$ cat src/rtl/event_counter_pkg.sv
// Shared types and defaults for the event counter bank.
package event_counter_pkg;
    typedef enum logic {IDLE, HOLD} snap_state_e;

    localparam int unsigned DEFAULT_CNT_W  = 16;
    localparam int unsigned DEFAULT_NUM_CH = 2;
endpackage

$ cat src/rtl/event_counter_chan.sv
// Single event counter with sticky overflow flag; wraps or saturates at all-ones.
module event_counter_chan
    import event_counter_pkg::*;
#(
    parameter int unsigned CNT_W       = DEFAULT_CNT_W,
    parameter bit          SATURATE    = 1'b0,
    parameter bit          CLR_ON_SNAP = 1'b0
) (
    input  logic             clk,
    input  logic             rst_n,
    input  logic             inc,
    input  logic             clr,
    input  logic             snap,
    output logic [CNT_W-1:0] count,
    output logic             ovf
);

    always_ff @(posedge clk) begin
        if (!rst_n) begin
            count <= '0;
            ovf   <= 1'b0;
        end else if (clr) begin
            count <= '0;
            ovf   <= 1'b0;
        end else if (CLR_ON_SNAP && snap) begin
            // The capture-cycle increment restarts the count so no event is lost.
            count <= {{(CNT_W-1){1'b0}}, inc};
            ovf   <= 1'b0;
        end else if (inc) begin
            if (count == '1) begin
                ovf <= 1'b1;
                if (!SATURATE) begin
                    count <= '0;
                end
            end else begin
                count <= count + {{(CNT_W-1){1'b0}}, 1'b1};
            end
        end
    end

endmodule

$ cat src/rtl/event_counter_bank.sv
// Bank of independent event counters with an atomic snapshot held on a
// valid/ready output while live counting continues.
module event_counter_bank
    import event_counter_pkg::*;
#(
    parameter int unsigned       NUM_CH      = DEFAULT_NUM_CH,
    parameter int unsigned       CNT_W       = DEFAULT_CNT_W,
    parameter logic [NUM_CH-1:0] SAT_MASK    = '0,
    parameter bit                CLR_ON_SNAP = 1'b0
) (
    input  logic                    clk,
    input  logic                    rst_n,
    input  logic [NUM_CH-1:0]       inc_i,
    input  logic                    clr_i,
    input  logic                    snap_req_i,
    output logic                    snap_busy_o,
    output logic                    snap_valid_o,
    input  logic                    snap_ready_i,
    output logic [NUM_CH*CNT_W-1:0] snap_data_o,
    output logic [NUM_CH-1:0]       snap_ovf_o,
    output logic [NUM_CH-1:0]       ovf_o
);

    typedef logic [CNT_W-1:0] count_t;

    count_t [NUM_CH-1:0] live_cnt;
    count_t [NUM_CH-1:0] snap_data_q;
    logic   [NUM_CH-1:0] live_ovf;
    logic   [NUM_CH-1:0] snap_ovf_q;
    snap_state_e         state;
    snap_state_e         state_nxt;
    logic                capture;

    for (genvar c = 0; c < NUM_CH; c++) begin : g_chan
        event_counter_chan #(
            .CNT_W      (CNT_W),
            .SATURATE   (SAT_MASK[c]),
            .CLR_ON_SNAP(CLR_ON_SNAP)
        ) u_chan (
            .clk  (clk),
            .rst_n(rst_n),
            .inc  (inc_i[c]),
            .clr  (clr_i),
            .snap (capture),
            .count(live_cnt[c]),
            .ovf  (live_ovf[c])
        );
    end

    always_comb begin
        state_nxt = state;
        capture   = 1'b0;
        case (state)
            IDLE: begin
                if (snap_req_i) begin
                    capture   = 1'b1;
                    state_nxt = HOLD;
                end
            end
            HOLD: begin
                if (snap_ready_i) begin
                    state_nxt = IDLE;
                end
            end
            default: state_nxt = IDLE;
        endcase
    end

    always_ff @(posedge clk) begin
        if (!rst_n) begin
            state <= IDLE;
        end else begin
            state <= state_nxt;
        end
    end

    // Captured from the pre-update register values, so clr_i or the capture
    // increment in the same cycle never leak into the snapshot.
    always_ff @(posedge clk) begin
        if (!rst_n) begin
            snap_data_q <= '0;
            snap_ovf_q  <= '0;
        end else if (capture) begin
            snap_data_q <= live_cnt;
            snap_ovf_q  <= live_ovf;
        end
    end

    assign snap_data_o  = snap_data_q;
    assign snap_ovf_o   = snap_ovf_q;
    assign snap_valid_o = (state == HOLD);
    assign snap_busy_o  = (state == HOLD);
    assign ovf_o        = live_ovf;

endmodule

$ cat config.mk
export PLATFORM = sky130hd
export DESIGN_NAME = event_counter_bank
export DESIGN_NICKNAME = d
export VERILOG_FILES = /design/src/rtl/event_counter_pkg.sv /design/src/rtl/event_counter_chan.sv /design/src/rtl/event_counter_bank.sv
export SDC_FILE = /design/constraint.sdc
export NUM_CORES = 1
export LEC_CHECK = 0
export ABC_AREA = 1
export BUFFER_PORTS_ARGS = -buffer_cell sky130_fd_sc_hd__buf_2
export CAP_MARGIN = 0
export CORE_MARGIN = 10
export CORE_UTILIZATION = 30
export CTS_BUF_LIST = sky130_fd_sc_hd__clkbuf_4 sky130_fd_sc_hd__clkbuf_8 sky130_fd_sc_hd__clkbuf_16
export DETAILED_ROUTE_END_ITERATION = 16
export HOLD_SLACK_MARGIN = 0.08
export SYNTH_ARGS = -nofsm -noshare
export SYNTH_HDL_FRONTEND = slang
export SYNTH_SLANG_ARGS = --single-unit
export TNS_END_PERCENT = 50
$ cat constraint.sdc
create_clock -name clk -period 2.27 [get_ports clk]
set_clock_uncertainty 0.05 [all_clocks]
set_input_delay 0.454 -clock clk [delete_from_list [all_inputs] [get_ports clk]]
set_output_delay 0.454 -clock clk [all_outputs]
set_load 0.01 [all_outputs]
==> flow_metrics.env <==
export IMPL_outcome="finished clean"
export IMPL_report_final_slew_viol_count=0
export IMPL_end_kind="flip-flop"
export IMPL_vias=2592
export IMPL_port_buffers=44
export IMPL_ant_nets=0
export IMPL_hold_viol=0
export IMPL_startpoint_type="flip-flop"
export IMPL_cp_arrival_ns=1.74
export IMPL_drive_gt1_share_pct=18.1
export IMPL_clkTransAtPathRegs_ns=0.08
export IMPL_routedWlPerCell_um=12.0
export IMPL_drt_vias_per_instance=4.42
export IMPL_final_min_clock_period_ns=1.55
export IMPL_crit_path_top_delay_cell="dfxtp_1"
export IMPL_h_tree_depth=3
export IMPL_p_leak_nw=1.42
export IMPL_fmax_mhz=645
export IMPL_area_growth_pct=18.0
export IMPL_min_period_over_period_pct=68.3
export IMPL_die_width_um=119
export IMPL_grt_max_degree=47
export IMPL_nFillCells=1057
export IMPL_cpMostUsedCell="nor2_1"
export IMPL_wl_um=7050
export IMPL_num_io_pins=45
export IMPL_syn_area_um2=2930
export IMPL_synth_area_top_cells="dfxtp_1 (47%), nor2_1 (14%), nand2_1 (9.5%), o21ai_0 (6.7%), a21oi_1 (3.9%)"
export IMPL_firstDrtPassIters=4
export IMPL_synth_cell_types=28
export IMPL_cts_repair_resized=0
export IMPL_worstSetupPathType="reg2reg"
export IMPL_finish_net_count=459
export IMPL_yosysTopAreaCell="dfxtp_1"
export IMPL_die_h_um=119
export IMPL_grt_pass1_wl_um=12200
export IMPL_critPathMaxFanout=4
export IMPL_synth_warnings=0
export IMPL_numCtsBuffers=9
export IMPL_p_per_area_nw_per_um2=723
export IMPL_syn_nets=416
export IMPL_timing_setup_tns_ns=0
export IMPL_postSynthCellCount=407
export IMPL_cts_setup_buffers=0
export IMPL_grt_usage_pct=10.6
export IMPL_crit_required_ns=2.46
export IMPL_rsz0062_at_grt="no"
export IMPL_clock_sinks=69
export IMPL_cts_root_buf="clkbuf_8"
export IMPL_rows=36
export IMPL_overflow=0
export IMPL_start_util_pct=30.4
export IMPL_num_antenna_cells=0
export IMPL_grt_pass1_vias=2595
export IMPL_power_mw=2.50
export IMPL_tightestPinTransition_ns=0.800
export IMPL_worstSkewPairLatency_ns=0.35
export IMPL_path_cells="ha_1 -> nand3_2 -> inv_1 -> nand3_2 -> nor2_1 -> nor2_1 -> nand2_1 -> nor2_1"
export IMPL_vdd_drop_max_mv=0.228
export IMPL_antenna_found_initial=0
export IMPL_syn_area_per_cell_um2=7.21
export IMPL_cap_violations=0
export IMPL_max_slew_margin_pct=46.6
export IMPL_die_area_um2=14100
export IMPL_setup_viol=0
export IMPL_yosysTopAreaCellShare_pct=47.1
export IMPL_cp_slowest_stage_delay_ns=0.40
export IMPL_ys_ff_latch=69
export IMPL_clock_path_buffers=2
export IMPL_min_path_type="in2reg"
export IMPL_cts_tree="done"
export IMPL_dr_first_iter_drc_count=114
export IMPL_cts_hold_buf=0
export IMPL_drc=0
export IMPL_dp_hpwl_um=5050
export IMPL_core_area_um2=9640
export IMPL_place_gp_congestion=0.789
export IMPL_yosysSeqAreaShare_pct=47.1
==> worst paths after layout <==
check                       startpoint  slack (ns)  cells after the start                          to
max          g_chan[0].u_chan.count[0]        0.72                      8  g_chan[0].u_chan.count[14]
min                       snap_ready_i        0.30                      4                 snap_busy_o
max reg2reg  g_chan[0].u_chan.count[0]        0.72                      8  g_chan[0].u_chan.count[14]
min reg2reg  g_chan[0].u_chan.count[3]        0.44                      2   g_chan[0].u_chan.count[3]
==> cell usage after synthesis, drive strengths merged <==
cell type    n
nor2       118
clkbuf       6
nand4        3
dfxtp       69
inv         33
o21bai       2
xnor2        4
buf          8
xor2         3
nand3       14
nand3b       1
ha           2
nor3         3
nand2       77
o21ai       41
a21oi       23
==> cells by family after synthesis <==
family / count (synthesis) / share of synthesized area, %
AND/OR/NAND/NOR: 216 / 31.1
flip-flops: 69 / 47.1
AO/OA/AOI/OAI: 66 / 11.9
buffers and inverters: 47 / 6.91
XOR/XNOR: 7 / 2.09
adder cells (fa/ha/maj): 2 / 0.853
==> placed cells by master (no fill, tap or decap) <==
cell type and instances:
a21oi_1 23, dfxtp_1 69, nand2_1 74, bufinv_16 1, nor2_8 1, nand4_1 3, clkinvlp_4 1, buf_4 2
inv_2 3, o21ai_2 1, xnor2_1 4, nor3_1 3, ha_1 2, nand3_2 2, nand2_2 2, nor2_4 2
nand3b_1 1, o21ai_4 1, nor2_2 7, clkbuf_8 11, nand3_1 12, inv_1 29, clkinv_2 2, buf_2 44
o21bai_1 2, nand2_4 1, o21ai_0 39, nor2_1 108, xor2_1 3, inv_4 1
==> worst max-delay path, delay by kind of cell, from the launching register on <==
| family | cells | cell delay (ns) |
|---|---|---|
| adders and majority gates | 1 | 0.23 |
| buffers and inverters | 1 | 0.13 |
| DFF | 1 | 0.40 |
| and+or+nand+nor | 6 | 0.63 |
==> registers in the layout, indices dropped and copies added, names as in the netlist <==
| signal | cells |
|---|---|
| g_chan.u_chan.count | 32 |
| snap_data_o | 32 |
| g_chan.u_chan.ovf | 2 |
| snap_ovf_o | 2 |
| snap_busy_o | 1 |
==> routing by layer <==
layer | GRT usage (%) | part of all wire [%]
met1 | 10.9 | 42
met2 | 19.2 | 52
met3 | 3.68 | 4.0
met4 | 4.12 | 2.0
met5 | 0 | 0
==> metrics by stage <==
| step | worst slack [ns] | cell area [µm²] | std cells | hold slack (ns) | util (%) |
|---|---|---|---|---|---|
| 2_1_floorplan | 0.956 | 2930 | 407 | 0.407 | - |
| 3_3_place_gp | 0.652 | 3260 | 572 | 0.423 | 33.8 |
| 3_5_place_dp | 0.618 | 3260 | 572 | 0.425 | 33.8 |
| 4_1_cts | 0.714 | 3460 | 587 | 0.287 | 35.9 |
| 5_1_grt | 0.578 | 3460 | 587 | 0.294 | 35.9 |
| 6_report | 0.720 | 3460 | 587 | 0.298 | 35.9 |
==> final cells by class <==
class	count	area [µm²]	share of cell area [%]
Timing Repair Buffer	46	235	6.80
Clock buffer	11	151	4.38
Inverter	33	126	3.65
Sequential cell	69	1380	39.9
Multi-Input combinational cell	291	1350	39.1
Tap cell	133	166	4.81
Clock inverter	4	47.5	1.37
==> report_power, final <==
| part | switching [mW] | leakage (nW) | internal (mW) |
|---|---|---|---|
| Sequential | 0.0229 | 0.563 | 1.26 |
| Combinational | 0.130 | 0.758 | 0.0699 |
| Clock | 0.467 | 0.101 | 0.557 |
| Total | 0.620 | 1.42 | 1.88 |
Note: power is estimated with default switching activity, not from simulation.
